### src/rtl/mmio_timer.sv
// mmio_timer: memory-mapped timer/counter that responds to CPU data-memory-stage accesses.
//
// The block provides a prescaled 32-bit up-counter, a compare match with optional
// auto-reload, an overflow flag and a level interrupt.
//
// Ports:
//   clk    - clock; all state changes on its rising edge
//   rst_n  - synchronous, active-low reset
//   addr   - word address (CPU ALU result [8:2])
//   rd     - read strobe
//   wr     - write strobe
//   wdata  - write data
//   rdata  - combinational read data; zero unless this block is selected and rd is high
//   hit    - addr falls inside this block's 8-word window
//   irq    - level interrupt: IRQEN & (MATCH | OVF)
//
// Register map (word offsets from BASE):
//   0 CTRL    RW   bit0 EN, bit1 AUTORELOAD, bit2 IRQEN, bits[15:8] PRESCALE
//   1 COUNT   RW
//   2 COMPARE RW
//   3 STATUS  W1C  bit0 MATCH, bit1 OVF
//   4 ID      RO
//   5-7       read 0, writes ignored
module mmio_timer #(
    parameter logic [6:0]  BASE = 7'h70,
    parameter logic [31:0] ID   = 32'h544D5231
) (
    input  logic        clk,
    input  logic        rst_n,
    input  logic [6:0]  addr,
    input  logic        rd,
    input  logic        wr,
    input  logic [31:0] wdata,
    output logic [31:0] rdata,
    output logic        hit,
    output logic        irq
);

    localparam logic [2:0] OFF_CTRL    = 3'd0;
    localparam logic [2:0] OFF_COUNT   = 3'd1;
    localparam logic [2:0] OFF_COMPARE = 3'd2;
    localparam logic [2:0] OFF_STATUS  = 3'd3;
    localparam logic [2:0] OFF_ID      = 3'd4;

    logic        en_reg, autoreload_reg, irqen_reg;
    logic [7:0]  prescale_reg;
    logic [7:0]  pcnt_reg, pcnt_next;
    logic [31:0] count_reg, count_next;
    logic [31:0] compare_reg;
    logic        match_reg, match_next;
    logic        ovf_reg, ovf_next;

    logic        wr_ctrl, wr_count, wr_compare, wr_status;
    logic        tick, is_match, is_wrap;

    assign hit        = (addr[6:3] == BASE[6:3]);
    assign wr_ctrl    = hit && wr && (addr[2:0] == OFF_CTRL);
    assign wr_count   = hit && wr && (addr[2:0] == OFF_COUNT);
    assign wr_compare = hit && wr && (addr[2:0] == OFF_COMPARE);
    assign wr_status  = hit && wr && (addr[2:0] == OFF_STATUS);

    // Compare and wrap are judged against the values held before this edge, so a
    // concurrent write to COUNT or COMPARE never changes the outcome of this tick.
    assign tick     = en_reg && (pcnt_reg == prescale_reg);
    assign is_match = (count_reg == compare_reg);
    assign is_wrap  = (count_reg == 32'hFFFF_FFFF);

    always_comb begin
        pcnt_next = pcnt_reg;
        if (wr_ctrl) begin
            // A CTRL write restarts the prescale period from zero.
            pcnt_next = 8'd0;
        end else if (en_reg) begin
            pcnt_next = tick ? 8'd0 : pcnt_reg + 8'd1;
        end
    end

    always_comb begin
        count_next = count_reg;
        if (wr_count) begin
            count_next = wdata;
        end else if (tick) begin
            // Natural 32-bit wrap covers the overflow case.
            count_next = (is_match && autoreload_reg) ? 32'd0 : count_reg + 32'd1;
        end
    end

    // Setting a flag takes priority over a same-cycle write-1-to-clear.
    always_comb begin
        match_next = (match_reg && !(wr_status && wdata[0])) || (tick && is_match);
        ovf_next   = (ovf_reg   && !(wr_status && wdata[1])) || (tick && is_wrap);
    end

    always_ff @(posedge clk) begin
        if (!rst_n) begin
            en_reg         <= 1'b0;
            autoreload_reg <= 1'b0;
            irqen_reg      <= 1'b0;
            prescale_reg   <= 8'd0;
            pcnt_reg       <= 8'd0;
            count_reg      <= 32'd0;
            compare_reg    <= 32'hFFFF_FFFF;
            match_reg      <= 1'b0;
            ovf_reg        <= 1'b0;
        end else begin
            if (wr_ctrl) begin
                en_reg         <= wdata[0];
                autoreload_reg <= wdata[1];
                irqen_reg      <= wdata[2];
                prescale_reg   <= wdata[15:8];
            end
            if (wr_compare) begin
                compare_reg <= wdata;
            end
            pcnt_reg  <= pcnt_next;
            count_reg <= count_next;
            match_reg <= match_next;
            ovf_reg   <= ovf_next;
        end
    end

    // Reads are side-effect free; with rd and wr together the pre-write value shows.
    always_comb begin
        rdata = 32'd0;
        if (hit && rd) begin
            case (addr[2:0])
                OFF_CTRL:    rdata = {16'd0, prescale_reg, 5'd0, irqen_reg, autoreload_reg, en_reg};
                OFF_COUNT:   rdata = count_reg;
                OFF_COMPARE: rdata = compare_reg;
                OFF_STATUS:  rdata = {30'd0, ovf_reg, match_reg};
                OFF_ID:      rdata = ID;
                default:     rdata = 32'd0;
            endcase
        end
    end

    assign irq = irqen_reg && (match_reg || ovf_reg);

endmodule

### config.mk
export PLATFORM = sky130hd
export DESIGN_NAME = mmio_timer
export DESIGN_NICKNAME = d
export VERILOG_FILES = /design/src/rtl/mmio_timer.sv
export SDC_FILE = /design/constraint.sdc
export NUM_CORES = 1
export LEC_CHECK = 0
export CELL_PAD_IN_SITES_DETAIL_PLACEMENT = 1
export CELL_PAD_IN_SITES_GLOBAL_PLACEMENT = 1
export CORE_MARGIN = 1
export CORE_UTILIZATION = 36
export DETAILED_ROUTE_END_ITERATION = 6
export MAX_ROUTING_LAYER = met4
export PLACE_DENSITY = 0.78
export SLEW_MARGIN = 5
export SYNTH_ARGS = -nofsm -noshare
export SYNTH_HDL_FRONTEND = slang
export SYNTH_SLANG_ARGS = --single-unit
### constraint.sdc
create_clock -name clk -period 2.2 [get_ports clk]
set_clock_uncertainty 0.2 [all_clocks]
set_input_delay 0.44 -clock clk [delete_from_list [all_inputs] [get_ports clk]]
set_output_delay 0.44 -clock clk [all_outputs]
set_load 0.01 [all_outputs]
==> Yosys cells after proc, flatten, opt, wreduce, memory -nomap -nowiden <==
Cells that the tools add are included.
{ "totals": {"mem_count": 0, "output_inout_bits": 34, "mem_bits_rw": 0, "elab_cells": 49, "romBits": 0, "in_bits": 43, "latch_bits": 0, "register_bits": 85} }
{ "classes": {"eq_ne": 8, "shift": 0, "multipliers": 0, "n_reduce_logical": 23, "n_bitwise": 1, "div": 0, "mux": 6, "add_sub_neg": 2, "order_cmp": 0} }
{ "op_table": {"columns": ["op", "count"], "rows": [
  ["$pmux 32 s5", 1],
  ["$mux 32", 4],
  ["$add 32x1->32 const B", 1],
  ["$eq 32x32->1", 1],
  ["$eq 32x32->1 const B", 1],
  ["$logic_and 1x1->1", 15],
  ["$add 8x1->8 const B", 1],
  ["$eq 8x8->1", 1],
  ["$mux 8", 1],
  ["$eq 3x2->1 const B", 2],
  ["$eq 4x4->1 const B", 1],
  ["$eq 3x1->1 const B", 1],
  ["$eq 3x3->1 const B", 1],
  ["$logic_not 3->1", 1],
  ["$logic_or 1x1->1", 3],
  ["$logic_not 1->1", 2],
  ["$reduce_bool 2->1", 1],
  ["$reduce_or 2->1", 1],
  ["$not 1->1", 1]
]} }

==> Logic depth before layout (Yosys ltp) <==
{ "depth": {"word_depth": 7, "ltp_mapped": 10, "depth_no_buf": 7} }

==> Least setup slack after synthesis <==
OpenSTA, ideal clock, no wires.
{ "synth_path": {"path_kind": "input to output", "startpoint": "in addr[3]", "endpoint": "out rdata[13]", "path_slack_ns": -0.375, "stages": 7, "path_buffers": 3, "required_time_ns": 1.560, "arrival_time_ns": 1.935, "cell_sequence": "and4b_1 clkbuf_1 nand3_1 or2_2 clkbuf_1 buf_1 nor2_1"} }
{ "synth_between": {"elab_chain_cells": 3} }
{ "synth_rtl": {"columns": ["element", "line_no", "text"], "rows": [
  ["start: declaration", "30", "input logic [6:0] addr,"],
  ["$eq 4x4->1", "56", "assign hit = (addr[6:3] == BASE[6:3]);"],
  ["via hit", "35", "output logic hit,"],
  ["$logic_and 1x1->1", "125", "if (hit && rd) begin"],
  ["$mux 32", "125", null],
  ["end: declaration", "34", "output logic [31:0] rdata,"]
]} }
The timed path passes the listed nets, and every way through them passes these cells.

==> Worst setup path in the final report <==
{ "layout_path": {"startpoint": "reg pcnt_reg[6]", "endpoint": "reg count_reg[18]"} }
{ "layout_between": {"elab_chain_cells": 3} }
{ "layout_rtl": {"columns": ["element", "line_no", "text"], "rows": [
  ["start: declaration", "47", "logic [7:0] pcnt_reg, pcnt_next;"],
  ["start signal: assignment", "115", "pcnt_reg <= pcnt_next;"],
  ["$eq 8x8->1", "64", "assign tick = en_reg && (pcnt_reg == prescale_reg);"],
  ["$logic_and 1x1->1", "64", null],
  ["$reduce_bool 2->1 (no line)", null, null],
  ["end signal: assignment", "116", "count_reg <= count_next;"],
  ["end: declaration", "48", "logic [31:0] count_reg, count_next;"]
]} }
Every way passes these cells.
A chain may end at the register's enable or synchronous reset.

==> results.md <==
* Core area at 0.0140 mm^2
* Fin nets at 961
* Sink Count at 85
* Yosys top cell by area: dfxtp_1
* Final Core Density at 60.4%
* EDFF count, synth at 0
* DRC at 0
* Final worst path period share at 110%
* Most common cell after layout, fill and taps aside: nand2_1
* CTS buffer count at 9
* Min Hold Slack at 0.208 ns
* Iter 0 DRT Violations at 618
* Share of cells above drive strength 1 at 37.5%
* Worst skew pair latency at 0.36 ns
* Tmin final at 2.42 ns
* Final Slew Violations at 0
* Required time at the worst-slack endpoint at 2.30 ns
* Failing checks: setup timing
* Grt ovf at 0
* Max-cap violations at 0
* # rows at 43
* CP max FO at 3
* TritonCTS clock tree: done
* # port buffers at 76
* Wire per inst at 25.8 um
* Post-synth top flop: dfxtp_1
* Synth Register Bits at 85
* CP arrival at 2.51 ns
* Via Count at 6908
* Slew @ Worst Pin at 1.13 ns
* Initial Utilization at 37.4%
* Mean Syn Cell Area at 7.02 um^2
* Ports at 77
* HPWL Detailed at 16600 um
* Most frequent cells in the layout: 134 x nand2_1, 115 x buf_4, 67 x nand3_1, 56 x dfxtp_1, 47 x a21oi_1
* RSZ-0062 raised after global routing: yes
* GPL Wtd Cong at 0.933
* Fmax at 414 MHz
* Worst setup path category: flop to flop
* Synth Net Count at 792
* Worst-case clock buffer depth at 2
* Dominant cells by area after synthesis: dfxtp_1 32%, nand2_1 9.8%, xnor2_1 8.5%
* Ys async rst share at 0%
* Largest net degree at the start of global routing at 33
* Setup Viol. Count Final at 49
* Critical path capture point type: flop
* Die Footprint at 0.0151 mm^2
* Outcome: finished with violations
* Total Routing Usage GR at 35.2%
* Root buf cell: clkbuf_16
* Post-route ant nets at 0
* H-tree depth at 3
* Startpoint types: flop
* DIE HEIGHT at 123 um
* Final Hold Viols at 0
* Area delta synth->final at 61.6%
* DR pass1 iterations at 7
* Post-Syn Area at 0.00525 mm^2
* Detail-routed via count per cell at 6.28
* Cell variety after synth at 46
* Leakage power at 3.31 nW
* Synthesis Warnings at 0
* Worst vdd ir at 0.468 mV
* Cts hold-fix bufs at 0
* Antenna violations before repair at 0
* Antenna cells at 0
* Routed WL at 28300 um
* Pwr Density at 480 mW/mm^2
* Worst min path class: primary input to flop
* Slew HR at 24.6%
* Synth Instances at 747
* Share of the synthesized area in the top cell type at 32.4%
* Vias in the first global route at 6865
* DIE WIDTH at 123 um
* Post-synthesis sequential area ratio at 32.4%
* Setup ws final at -0.215 ns
* Worst-path clk slew at 0.07 ns
* Setup TNS at -2.98 ns
* First-pass GRT wire length at 38200 um
* Total Power at 4.07 mW
## repair_timing
item,in CTS,in global routing
buffers inserted,14,15
endpoints found under the setup margin,66,62
cloned,5,1
pin swaps,34,51
gates resized for setup,267,108
## cell usage after synthesis, drive strengths merged (2+ instances only)
| cell type | n |
|---|---|
| nor2b | 7 |
| nor2 | 62 |
| xor2 | 6 |
| a22o | 3 |
| clkbuf | 59 |
| a22oi | 16 |
| o21ai | 38 |
| nand4 | 26 |
| a21oi | 63 |
| o21a | 8 |
| a31o | 2 |
| nor3 | 9 |
| nand4b | 2 |
| ha | 2 |
| inv | 6 |
| dfxtp | 85 |
| and3 | 7 |
| o211ai | 4 |
| a31oi | 15 |
| mux2i | 7 |
| o31ai | 9 |
| nand3 | 77 |
| buf | 11 |
| nand3b | 2 |
| nand2 | 137 |
| and2 | 7 |
| or3 | 4 |
| nand2b | 3 |
| or4 | 2 |
| nor4 | 8 |
| nor3b | 2 |
| or2 | 2 |
| xnor2 | 51 |
## metrics by stage
step	worst slack (ns)	cell area, um^2	cells
4_1_cts	-0.185	7940	1087
2_1_floorplan	0.0253	5370	747
3_3_place_gp	-0.816	7070	1053
6_report	-0.215	8480	1100
3_5_place_dp	-0.881	7070	1053
5_1_grt	-0.217	8480	1100
## layer usage
metal	routed length, um	global-route usage, %	vias up
li1	-	-	2937
met5	0	-	-
met1	10400	39.6	3377
met2	13700	59.6	422
met4	1990	20.3	0
met3	2220	4.88	172
## power breakdown
group          switching (mW)  internal, mW
Clock                   0.693          1.16
Sequential             0.0432          1.56
Combinational           0.322         0.284
Total                    1.06          3.01
## path summary, 6_finish.rpt
check | start | to | slack [ns] | cells after the start
worst max-delay path | pcnt_reg[6] | count_reg[18] | -0.22 | 6
worst min-delay path | rst_n | compare_reg[2] | 0.21 | 2
worst max register to register | pcnt_reg[6] | count_reg[18] | -0.22 | 6
worst min register to register | compare_reg[17] | compare_reg[17] | 0.31 | 2
## logic make-up (layout without fill, tap and decap cells)
family	after synthesis	after routing	synth area share [%]
AO/OA/AOI/OAI	161	161	18.0
XOR/XNOR	57	57	9.52
adder cells (fa/ha/maj)	2	2	0.477
buffers and inverters	76	249	5.61
flip-flops	85	85	32.4
multiplexers	8	8	1.77
AND/OR/NAND/NOR	358	358	32.2
## worst max-delay path, cell delays in order, from the launching register on
cell	delay [ns]
dfxtp_2	0.34
xnor2_2	0.23
nand4_1	0.20
or3_4	0.47
or4_1	0.54
a22o_1	0.24
a21oi_1	0.13
## area by class of cell
cell class	instances	area [um^2]
Inverter	6	22.5
Sequential cell	85	1760
Multi-Input combinational cell	586	3990
Clock inverter	4	95.1
Fill cell	1653	5570
Tap cell	180	225
Clock buffer	11	253
Timing Repair Buffer	228	2130
(Power assumes the default switching activity.)
